==> src/rtl/uart_tx_fifo.sv <==
// Buffered 8N1 UART transmitter: 7-bit chars enter a small FIFO on a
// load/ready handshake and are serialised LSB-first on a registered tx line.
module uart_tx_fifo #(
  parameter int DIVISOR    = 104,
  parameter int FIFO_DEPTH = 8,
  parameter int STOP_BITS  = 1
) (
  input  logic       clk,
  input  logic       reset,
  input  logic       load,
  input  logic [6:0] in,
  output logic       ready,
  output logic       tx,
  output logic       idle,
  output logic       overflow,
  input  logic       ovf_clr
);

  localparam int AW = $clog2(FIFO_DEPTH);
  localparam int CW = AW + 1;
  localparam int BW = 12;

  typedef enum logic [1:0] {
    S_IDLE,
    S_START,
    S_DATA,
    S_STOP
  } state_t;

  state_t          state_q, state_d;
  logic [6:0]      mem_q [FIFO_DEPTH];
  logic [AW-1:0]   wptr_q, wptr_d;
  logic [AW-1:0]   rptr_q, rptr_d;
  logic [CW-1:0]   count_q, count_d;
  logic [7:0]      shift_q, shift_d;
  logic [BW-1:0]   baud_q, baud_d;
  logic [2:0]      bitcnt_q, bitcnt_d;
  logic            stopcnt_q, stopcnt_d;
  logic            tx_q, tx_d;
  logic            ready_q, idle_q, ovf_q;
  logic            push, pop, expire, nonempty;

  assign push     = load & ready_q;
  assign expire   = (baud_q == '0);
  assign nonempty = (count_q != '0);

  always_comb begin
    state_d   = state_q;
    tx_d      = tx_q;
    shift_d   = shift_q;
    baud_d    = baud_q;
    bitcnt_d  = bitcnt_q;
    stopcnt_d = stopcnt_q;
    pop       = 1'b0;
    unique case (state_q)
      S_IDLE: begin
        tx_d = 1'b1;
        if (nonempty) begin
          pop     = 1'b1;
          shift_d = {1'b0, mem_q[rptr_q]};
          tx_d    = 1'b0;
          baud_d  = BW'(DIVISOR - 1);
          state_d = S_START;
        end
      end
      S_START: begin
        if (expire) begin
          tx_d     = shift_q[0];
          shift_d  = {1'b0, shift_q[7:1]};
          baud_d   = BW'(DIVISOR - 1);
          bitcnt_d = '0;
          state_d  = S_DATA;
        end else begin
          baud_d = baud_q - 1'b1;
        end
      end
      S_DATA: begin
        if (expire) begin
          baud_d = BW'(DIVISOR - 1);
          if (bitcnt_q == 3'd7) begin
            tx_d      = 1'b1;
            stopcnt_d = 1'b0;
            state_d   = S_STOP;
          end else begin
            tx_d     = shift_q[0];
            shift_d  = {1'b0, shift_q[7:1]};
            bitcnt_d = bitcnt_q + 1'b1;
          end
        end else begin
          baud_d = baud_q - 1'b1;
        end
      end
      S_STOP: begin
        if (!expire) begin
          baud_d = baud_q - 1'b1;
        end else if (stopcnt_q != 1'(STOP_BITS - 1)) begin
          stopcnt_d = stopcnt_q + 1'b1;
          baud_d    = BW'(DIVISOR - 1);
        end else if (nonempty) begin
          // Chain straight into the next start bit: no idle gap.
          pop     = 1'b1;
          shift_d = {1'b0, mem_q[rptr_q]};
          tx_d    = 1'b0;
          baud_d  = BW'(DIVISOR - 1);
          state_d = S_START;
        end else begin
          tx_d    = 1'b1;
          state_d = S_IDLE;
        end
      end
      default: state_d = S_IDLE;
    endcase
  end

  always_comb begin
    wptr_d  = push ? wptr_q + 1'b1 : wptr_q;
    rptr_d  = pop ? rptr_q + 1'b1 : rptr_q;
    count_d = count_q + CW'(push) - CW'(pop);
  end

  always_ff @(posedge clk or posedge reset) begin
    if (reset) begin
      state_q   <= S_IDLE;
      wptr_q    <= '0;
      rptr_q    <= '0;
      count_q   <= '0;
      shift_q   <= '0;
      baud_q    <= '0;
      bitcnt_q  <= '0;
      stopcnt_q <= 1'b0;
      tx_q      <= 1'b1;
      ready_q   <= 1'b1;
      idle_q    <= 1'b1;
      ovf_q     <= 1'b0;
    end else begin
      state_q   <= state_d;
      wptr_q    <= wptr_d;
      rptr_q    <= rptr_d;
      count_q   <= count_d;
      shift_q   <= shift_d;
      baud_q    <= baud_d;
      bitcnt_q  <= bitcnt_d;
      stopcnt_q <= stopcnt_d;
      tx_q      <= tx_d;
      ready_q   <= (count_d != CW'(FIFO_DEPTH));
      idle_q    <= (state_d == S_IDLE) && (count_d == '0);
      if (load && !ready_q)
        ovf_q <= 1'b1;
      else if (ovf_clr)
        ovf_q <= 1'b0;
    end
  end

  always_ff @(posedge clk) begin
    if (push)
      mem_q[wptr_q] <= in;
  end

  assign ready    = ready_q;
  assign tx       = tx_q;
  assign idle     = idle_q;
  assign overflow = ovf_q;

endmodule

==> config.mk <==
export PLATFORM = sky130hd
export DESIGN_NAME = uart_tx_fifo
export DESIGN_NICKNAME = d
export VERILOG_FILES = /design/src/rtl/uart_tx_fifo.sv
export SDC_FILE = /design/constraint.sdc
export NUM_CORES = 1
export LEC_CHECK = 0
export CORE_ASPECT_RATIO = 0.9
export CORE_UTILIZATION = 57
export CTS_CLUSTER_DIAMETER = 30
export CTS_CLUSTER_SIZE = 28
export DETAILED_ROUTE_END_ITERATION = 7
export DONT_BUFFER_PORTS = 1
export PLACE_DENSITY = 0.81
export SKIP_CTS_REPAIR_TIMING = 1
export SLEW_MARGIN = 30
export SYNTH_ARGS = -nofsm -noshare
export SYNTH_HDL_FRONTEND = slang
export SYNTH_SLANG_ARGS = --single-unit
==> constraint.sdc <==
create_clock -name clk -period 2.75 [get_ports clk]
set_clock_uncertainty 0.05 [all_clocks]
set_input_delay 0.275 -clock clk [delete_from_list [all_inputs] [get_ports clk]]
set_output_delay 0.275 -clock clk [all_outputs]
set_load 0.005 [all_outputs]
==> key figures, run 1 <==
Yosys
  • Synth unique cells: 54
  • Yosys top cell by area: edfxtp_1
  • Mapped Nets: 337
  • Ys Warns: 0
  • Synth Flop Type: edfxtp_1
  • Post-synth ARST share: between 40 and 50%
  • Share of the synthesized area in the top cell type: 39.2%
  • Syn_area_per_cell: roughly 14 sq um
  • Seq/Total Area, Yosys: 61.5%
  • Top cells by area, synth: edfxtp_1 39%, dfrtp_1 20%, mux4_2 7.4%
  • Synth Instances: 310
  • Commonest cells in the synthesized netlist: 56 x edfxtp_1, 35 x dfrtp_1, 22 x nand2_1
  • Post-synth EDFFs: 56
  • Synthesized flop and latch total: 94
  • Most frequent cell after synthesis: edfxtp_1
  • Mapped cell area: between 4000 and 5000 sq um

Floorplan
  • Die area: 7870 sq um
  • DIE HEIGHT: 84.3 um
  • Die width: 93.4 um
  • Initial core utilization: 60.0%
  • Number of core rows: 29
  • Num ports: 15
  • Core Region: about 7000 sq um

Outcome
  • Violated checks: setup timing
  • Status: finished with violations

STA
  • Slew Limit Fails: 0
  • Actual slew at the worst max-slew pin: 0.761 ns
  • Setup repair after global routing missed its margin: yes
  • Maximum clock rate: 0.351 GHz
  • Slew HR: 49.1%
  • Fin crit period: 2.85 ns
  • Setup-failing EPs final: 2
  • Setup_tns: -0.138 ns
  • Hold Vio Cnt, Final: 0
  • Period Utilization, post-route: 104%
  • Setup ws final: -0.0980 ns

GRT
  • Number of antenna violations at the first check in global routing: 0
  • Vias in the first global route: 2664
  • GRT Util Overall: ~22%
  • Grt ovf: 0
  • First-pass GRT wire length: roughly 13000 um
  • Largest net degree at the start of global routing: 39

Routing
  • Vias per inst: around 6
  • WL final: 8400 um
  • Starting DRC count in detailed routing: 192
  • Remaining antenna violation count after routing: 0
  • Residual DRC count: 0
  • TritonRoute pass-1 iters: 6
  • Routed len/inst: 18.7 um
  • Via count: about 2800

Clock network
  • CTS tree: done
  • CTS root buffer: clkbuf_8
  • H-Tree Level Count: 3
  • Skew-Pair Late Insertion Delay: 0.37 ns
  • Clock slew at reported path FFs: ~0.10 ns
  • Clock sink total: 94
  • TritonCTS Buffers: 9
  • Maximum clock path buffer count: 2

Hold path
  • Min-Delay Path Class: input pin to flip-flop
  • Hold Path Stages: 3

Placement
  • Routability Congestion: ~0.84
  • Number of I/O port buffers: 0
  • Placed inst area: approximately 4600 sq um
  • Post-detail-place hpwl: around 5700 um
  • DP Cell Count: 419

Power and ir drop
  • Peak supply drop: 0.704 mV
  • LEAKAGE: 0.00191 uW
  • Final Power: 3260 uW
  • PD cells: about 660 nW/um^2

Cells and area
  • P&R area growth vs syn: 15.4%
  • Fin area: just under 5000 sq um
  • Antenna Cells: 0
  • Fin cells: 450
  • Fillers: between 400 and 500
  • Layout cell share with drive strength beyond 1: 24.1%
  • Final Net Count: between 300 and 400

Setup path
  • Worst EP arrival: just over 3 ns
  • Setup Crit Path Kind: flip-flop to flip-flop
  • Register-to-Register Path Depth: 13
  • CP max FO: 2
  • CP Launch Type: flip-flop
  • Crit path largest cell delay: 0.41 ns
  • Crit path required time: 2.99 ns
  • Cell Chain, Critical Path: inv_1 > ha_2 > nor4b_4 > a41oi_2 > nor3_2 > ha_1 > inv_1 > ha_2 > inv_2 > fa_1 > xnor2_2 > nor3_4 > nor4b_2
  • CP max-delay cell: dfrtp_1
  • Endpoint type of the worst setup path: flip-flop

Job
  • Max Cap Viol: 0
## flip-flops by register name, summed over array words and instances, names as in the netlist
register	cells
wptr_q	3
mem_q	56
idle	1
state_q	2
baud_q	12
shift_q	7
tx	1
rptr_q	3
ready	1
overflow	1
count_q	4
bitcnt_q	3
## where the power goes
part / internal, uW / switching (uW)
combinational: 269 / 331
clock: 362 / 552
sequential: 1670 / 81.0
total: 2300 / 964
## worst max-delay path, delay by kind of cell (launching register included)
kind | cells | cell delay [ns]
xor gates and xnor gates | 1 | 0.18
DFF | 1 | 0.41
buffers and inverters | 3 | 0.18
adders and majority gates | 4 | 1.05
AOI/OAI and AO/OA | 1 | 0.15
and+or+nand+nor | 4 | 0.75
## kinds of logic after synthesis
group / after synthesis / share of synthesized area (%)
and+or+nand+nor: 82 / 10.6
xor gates and xnor gates: 5 / 1.02
buffers and inverters: 30 / 2.89
muxes: 18 / 8.35
DFF: 94 / 61.5
AOI/OAI and AO/OA: 65 / 10.8
adders and majority gates: 16 / 4.85
## layout make-up
class	count	area, sq um	share of cell area, %
clock buffers	9	124	2.50
clock inverters	7	78.8	1.59
inverters	19	71.3	1.44
multi-input cells	186	1580	31.9
flip-flops and latches	94	2640	53.3
well taps	93	116	2.35
repair buffers	42	343	6.93
## metrics by stage
| stage | setup slack (ns) | hold slack (ns) | utilization, % |
|---|---|---|---|
| finish | -0.0980 | 0.122 | 69.2 |
| global route | -0.231 | 0.123 | 69.2 |
| CTS | -0.151 | -0.136 | 66.9 |
| detailed placement | -0.0907 | 0.276 | 64.0 |
| global placement | 0.0466 | 0.254 | 64.0 |
| floorplan | -0.157 | 0.324 | - |
## layer usage
layer,track usage [%],share of wire (%)
met1,31.0,44
met2,35.6,49
met3,5.89,5.4
met4,5.87,1.2
met5,0,0
## worst paths after layout
kind	from	to	slack (ns)
setup / recovery	baud_q[1]$_DFF_PP0_	idle$_DFF_PP1_	-0.1
hold / removal	load	wptr_q[0]$_DFFE_PP0P_	0.12
setup reg to reg	baud_q[1]$_DFF_PP0_	idle$_DFF_PP1_	-0.1
hold reg to reg	shift_q[3]$_DFFE_PP0P_	shift_q[3]$_DFFE_PP0P_	0.45
max in group asynchronous	reset	tx$_DFFE_PP1P_	1.87
min in group asynchronous	reset	count_q[3]$_DFF_PP0_	0.42
## placed cells by master (no fill, tap or decap), types with 12 or more instances in the layout
cell	netlist	routed
buf_4	0	31
mux4_2	14	14
inv_1	19	17
dfrtp_1	35	35
ha_1	15	13
a21oi_1	12	12
edfxtp_1	56	56
nor3_1	13	12
nand2_1	22	21
nor2_1	21	21
Note: power is estimated with default switching activity, not from simulation.
==> inputs of run 2 (changes only) <==
--- a/config.mk
+++ b/config.mk
@@ -7,11 +7,12 @@
 export LEC_CHECK = 0
 export CORE_ASPECT_RATIO = 0.9
-export CORE_UTILIZATION = 57
+export CORE_UTILIZATION = 60
 export CTS_CLUSTER_DIAMETER = 30
 export CTS_CLUSTER_SIZE = 28
 export DETAILED_ROUTE_END_ITERATION = 7
 export DONT_BUFFER_PORTS = 1
-export PLACE_DENSITY = 0.81
+export PLACE_DENSITY = 0.82
 export SKIP_CTS_REPAIR_TIMING = 1
+export SKIP_LAST_GASP = 1
 export SLEW_MARGIN = 30
 export SYNTH_ARGS = -nofsm -noshare
==> constraint.sdc (replaced) <==
create_clock -name clk -period 3.6 [get_ports clk]
set_clock_uncertainty 0.05 [all_clocks]
set_input_delay 0.9 -clock clk [delete_from_list [all_inputs] [get_ports clk]]
set_output_delay 0.9 -clock clk [all_outputs]
set_load 0.005 [all_outputs]
==> key figures, run 2 (synthesis results as in run 1) <==
Outcome
  • Status: finished, final reports clean

Routing
  • Via count: 2634
  • Routed len/inst: 20.6 um
  • Remaining antenna violation count after routing: 0
  • WL final: roughly 8500 um
  • Residual DRC count: 0
  • Starting DRC count in detailed routing: ~270
  • TritonRoute pass-1 iters: 5
  • Vias per inst: 6.36

Hold path
  • Hold Path Stages: 2
  • Worst Hold Launch: tx$_DFFE_PP1P_
  • Worst Hold Path EP: tx$_DFFE_PP1P_
  • Min-Delay Path Class: flip-flop to flip-flop

GRT
  • GRT Util Overall: 25.1%
  • First-pass GRT wire length: 13600 um
  • Vias in the first global route: ~2600
  • Largest net degree at the start of global routing: 39
  • Grt ovf: 0
  • Number of antenna violations at the first check in global routing: 1

Cells and area
  • Final Net Count: 345
  • Largest register by flop count: mem_q
  • Fin cells: 414
  • Most frequent cells in the layout: 56 x edfxtp_1, 35 x dfrtp_1, 22 x nand2_1, 21 x nor2_1, 19 x inv_1
  • Fillers: 448
  • Most common cell after layout, fill and taps aside: edfxtp_1
  • Largest register FFs: 56
  • Layout cell share with drive strength beyond 1: 16.7%
  • Fin area: 4620 sq um
  • Final core utilization: 68.7%
  • Top Registers: mem_q: 56 flops, baud_q: 12 flops, shift_q: 7 flops
  • P&R area growth vs syn: 7.82%

Clock network
  • CTS tree: done
  • Maximum clock path buffer count: 2
  • Clock slew at reported path FFs: about 0.10 ns
  • TritonCTS Buffers: 9
  • CTS root buffer: clkbuf_8
  • Skew-Pair Late Insertion Delay: approximately 0.36 ns
  • Clock sink total: 94
  • H-Tree Level Count: 3

Setup path
  • Worst EP arrival: 3.53 ns
  • Crit path largest cell delay: 0.47 ns
  • Flop-to-flop setup slack: between 0.2 and 0.3 ns
  • Crit path required time: 3.83 ns
  • Endpoint type of the worst setup path: flip-flop
  • Cell Chain, Critical Path: inv_1 > ha_1 > nor4b_2 > a41oi_1 > nor3_2 > ha_1 > inv_1 > ha_1 > inv_1 > fa_1 > inv_1 > nor3_1 > nor4b_2
  • Top cell by count, worst path: inv_1
  • Register-to-Register Path Depth: 13
  • CP bufs+invs: 4
  • CP max FO: 5
  • Reg-to-reg endpoint: idle$_DFF_PP1_
  • Worst r2r src: baud_q[0]$_DFF_PP0_
  • Setup Crit Path Kind: flip-flop to flip-flop
  • CP max-delay cell: fa_1
  • CP Launch Type: flip-flop
  • CP top delay family: adder cells

Power and ir drop
  • PD cells: 524 nW/um^2
  • Peak supply drop: 0.476 mV
  • LEAKAGE: 0.00175 uW

STA
  • Slew HR: a little under half
  • Maximum clock rate: 0.302 GHz
  • Hold Vio Cnt, Final: 0
  • Fin crit period: 3.31 ns
  • Setup-failing EPs final: 0
  • Slew Limit Fails: 0
  • Actual slew at the worst max-slew pin: 0.806 ns
  • Setup repair after global routing missed its margin: no
  • Setup ws final: 0.294 ns
  • Setup_tns: 0 ns
  • Period Utilization, post-route: 91.8%

Placement
  • DP Cell Count: 397
  • Post-detail-place hpwl: 5760 um
  • DP Worst Slack: 0.346 ns
  • Number of I/O port buffers: 0
  • Placed inst area: 4410 sq um
  • Routability Congestion: 0.808

Floorplan
  • Die area: roughly 7500 sq um
  • DIE HEIGHT: around 80 um
  • Die width: 91.1 um
  • Initial core utilization: 63.7%
  • Num ports: 15
  • Number of core rows: 28
  • Core Region: around 6700 sq um

Job
  • Max Cap Viol: 0
-- run 2: cell types whose count changed in the layout (fill, tap and decap cells not counted), moves of 2 or more --
| cell | change |
|---|---|
| buf_4 | -23 |
| clkinv_8 | -2 |
| dlygate4sd3_1 | -11 |
| ha_1 | +2 |
| ha_2 | -2 |
| inv_1 | +2 |
| inv_2 | -2 |
| inv_6 | -3 |
| inv_8 | +3 |
-- run 2: worst max path at each step --
| stage | from | to | slack, ns | depth (start not counted) |
|---|---|---|---|---|
| detailed placement | baud_q[0]$_DFF_PP0_ | idle$_DFF_PP1_ | 0.35 | 13 |
| global placement | baud_q[0]$_DFF_PP0_ | idle$_DFF_PP1_ | 0.55 | 13 |
| finish | baud_q[0]$_DFF_PP0_ | idle$_DFF_PP1_ | 0.29 | 13 |
| global route | baud_q[0]$_DFF_PP0_ | idle$_DFF_PP1_ | 0.03 | 13 |
| floorplan | baud_q[0]$_DFF_PP0_ | idle$_DFF_PP1_ | 0.59 | 13 |
| CTS | baud_q[0]$_DFF_PP0_ | idle$_DFF_PP1_ | 0.29 | 13 |
-- run 2: layer usage --
layer  global-route usage (%)  share of wire (%)  up-vias
met4                     6.51                1.1        0
met2                     42.7                 50      113
met3                     7.51                7.4       11
met5                        0                  0        -
met1                     32.2                 41     1307
li1                         -                  -     1203
-- run 2: cell type report --
type                            count  area [sq um]  share of cell area (%)
Antenna cell                        1          2.50                  0.0541
Clock buffer                        9           124                    2.68
Clock inverter                      7          88.8                    1.92
Inverter                           19          71.3                    1.54
Multi-Input combinational cell    186          1530                    33.0
Tap cell                           90           113                    2.44
Timing Repair Buffer                8          60.1                    1.30
Sequential cell                    94          2640                    57.0
-- run 2: worst reg2reg max path: stages, from the launching register on --
cell	delay, ns
dfrtp_1	0.43
inv_1	0.08
ha_1	0.22
nor4b_2	0.31
a41oi_1	0.23
nor3_2	0.33
ha_1	0.30
inv_1	0.06
ha_1	0.15
inv_1	0.06
fa_1	0.47
inv_1	0.06
nor3_1	0.23
nor4b_2	0.24
-- run 2: power breakdown --
group	leakage, uW	internal, uW	switching [uW]	total [uW]
Sequential	0.000960	1280	66.1	1340
Combinational	0.000677	137	203	340
Clock	0.000111	340	401	741
Total	0.00175	1750	670	2420
-- run 2: stage by stage --
stage	total power, uW	hold WS, ns
floorplan	1590	0.398
global placement	1670	0.415
detailed placement	1700	0.436
CTS	2450	0.454
global route	2540	0.477
finish	2420	0.446
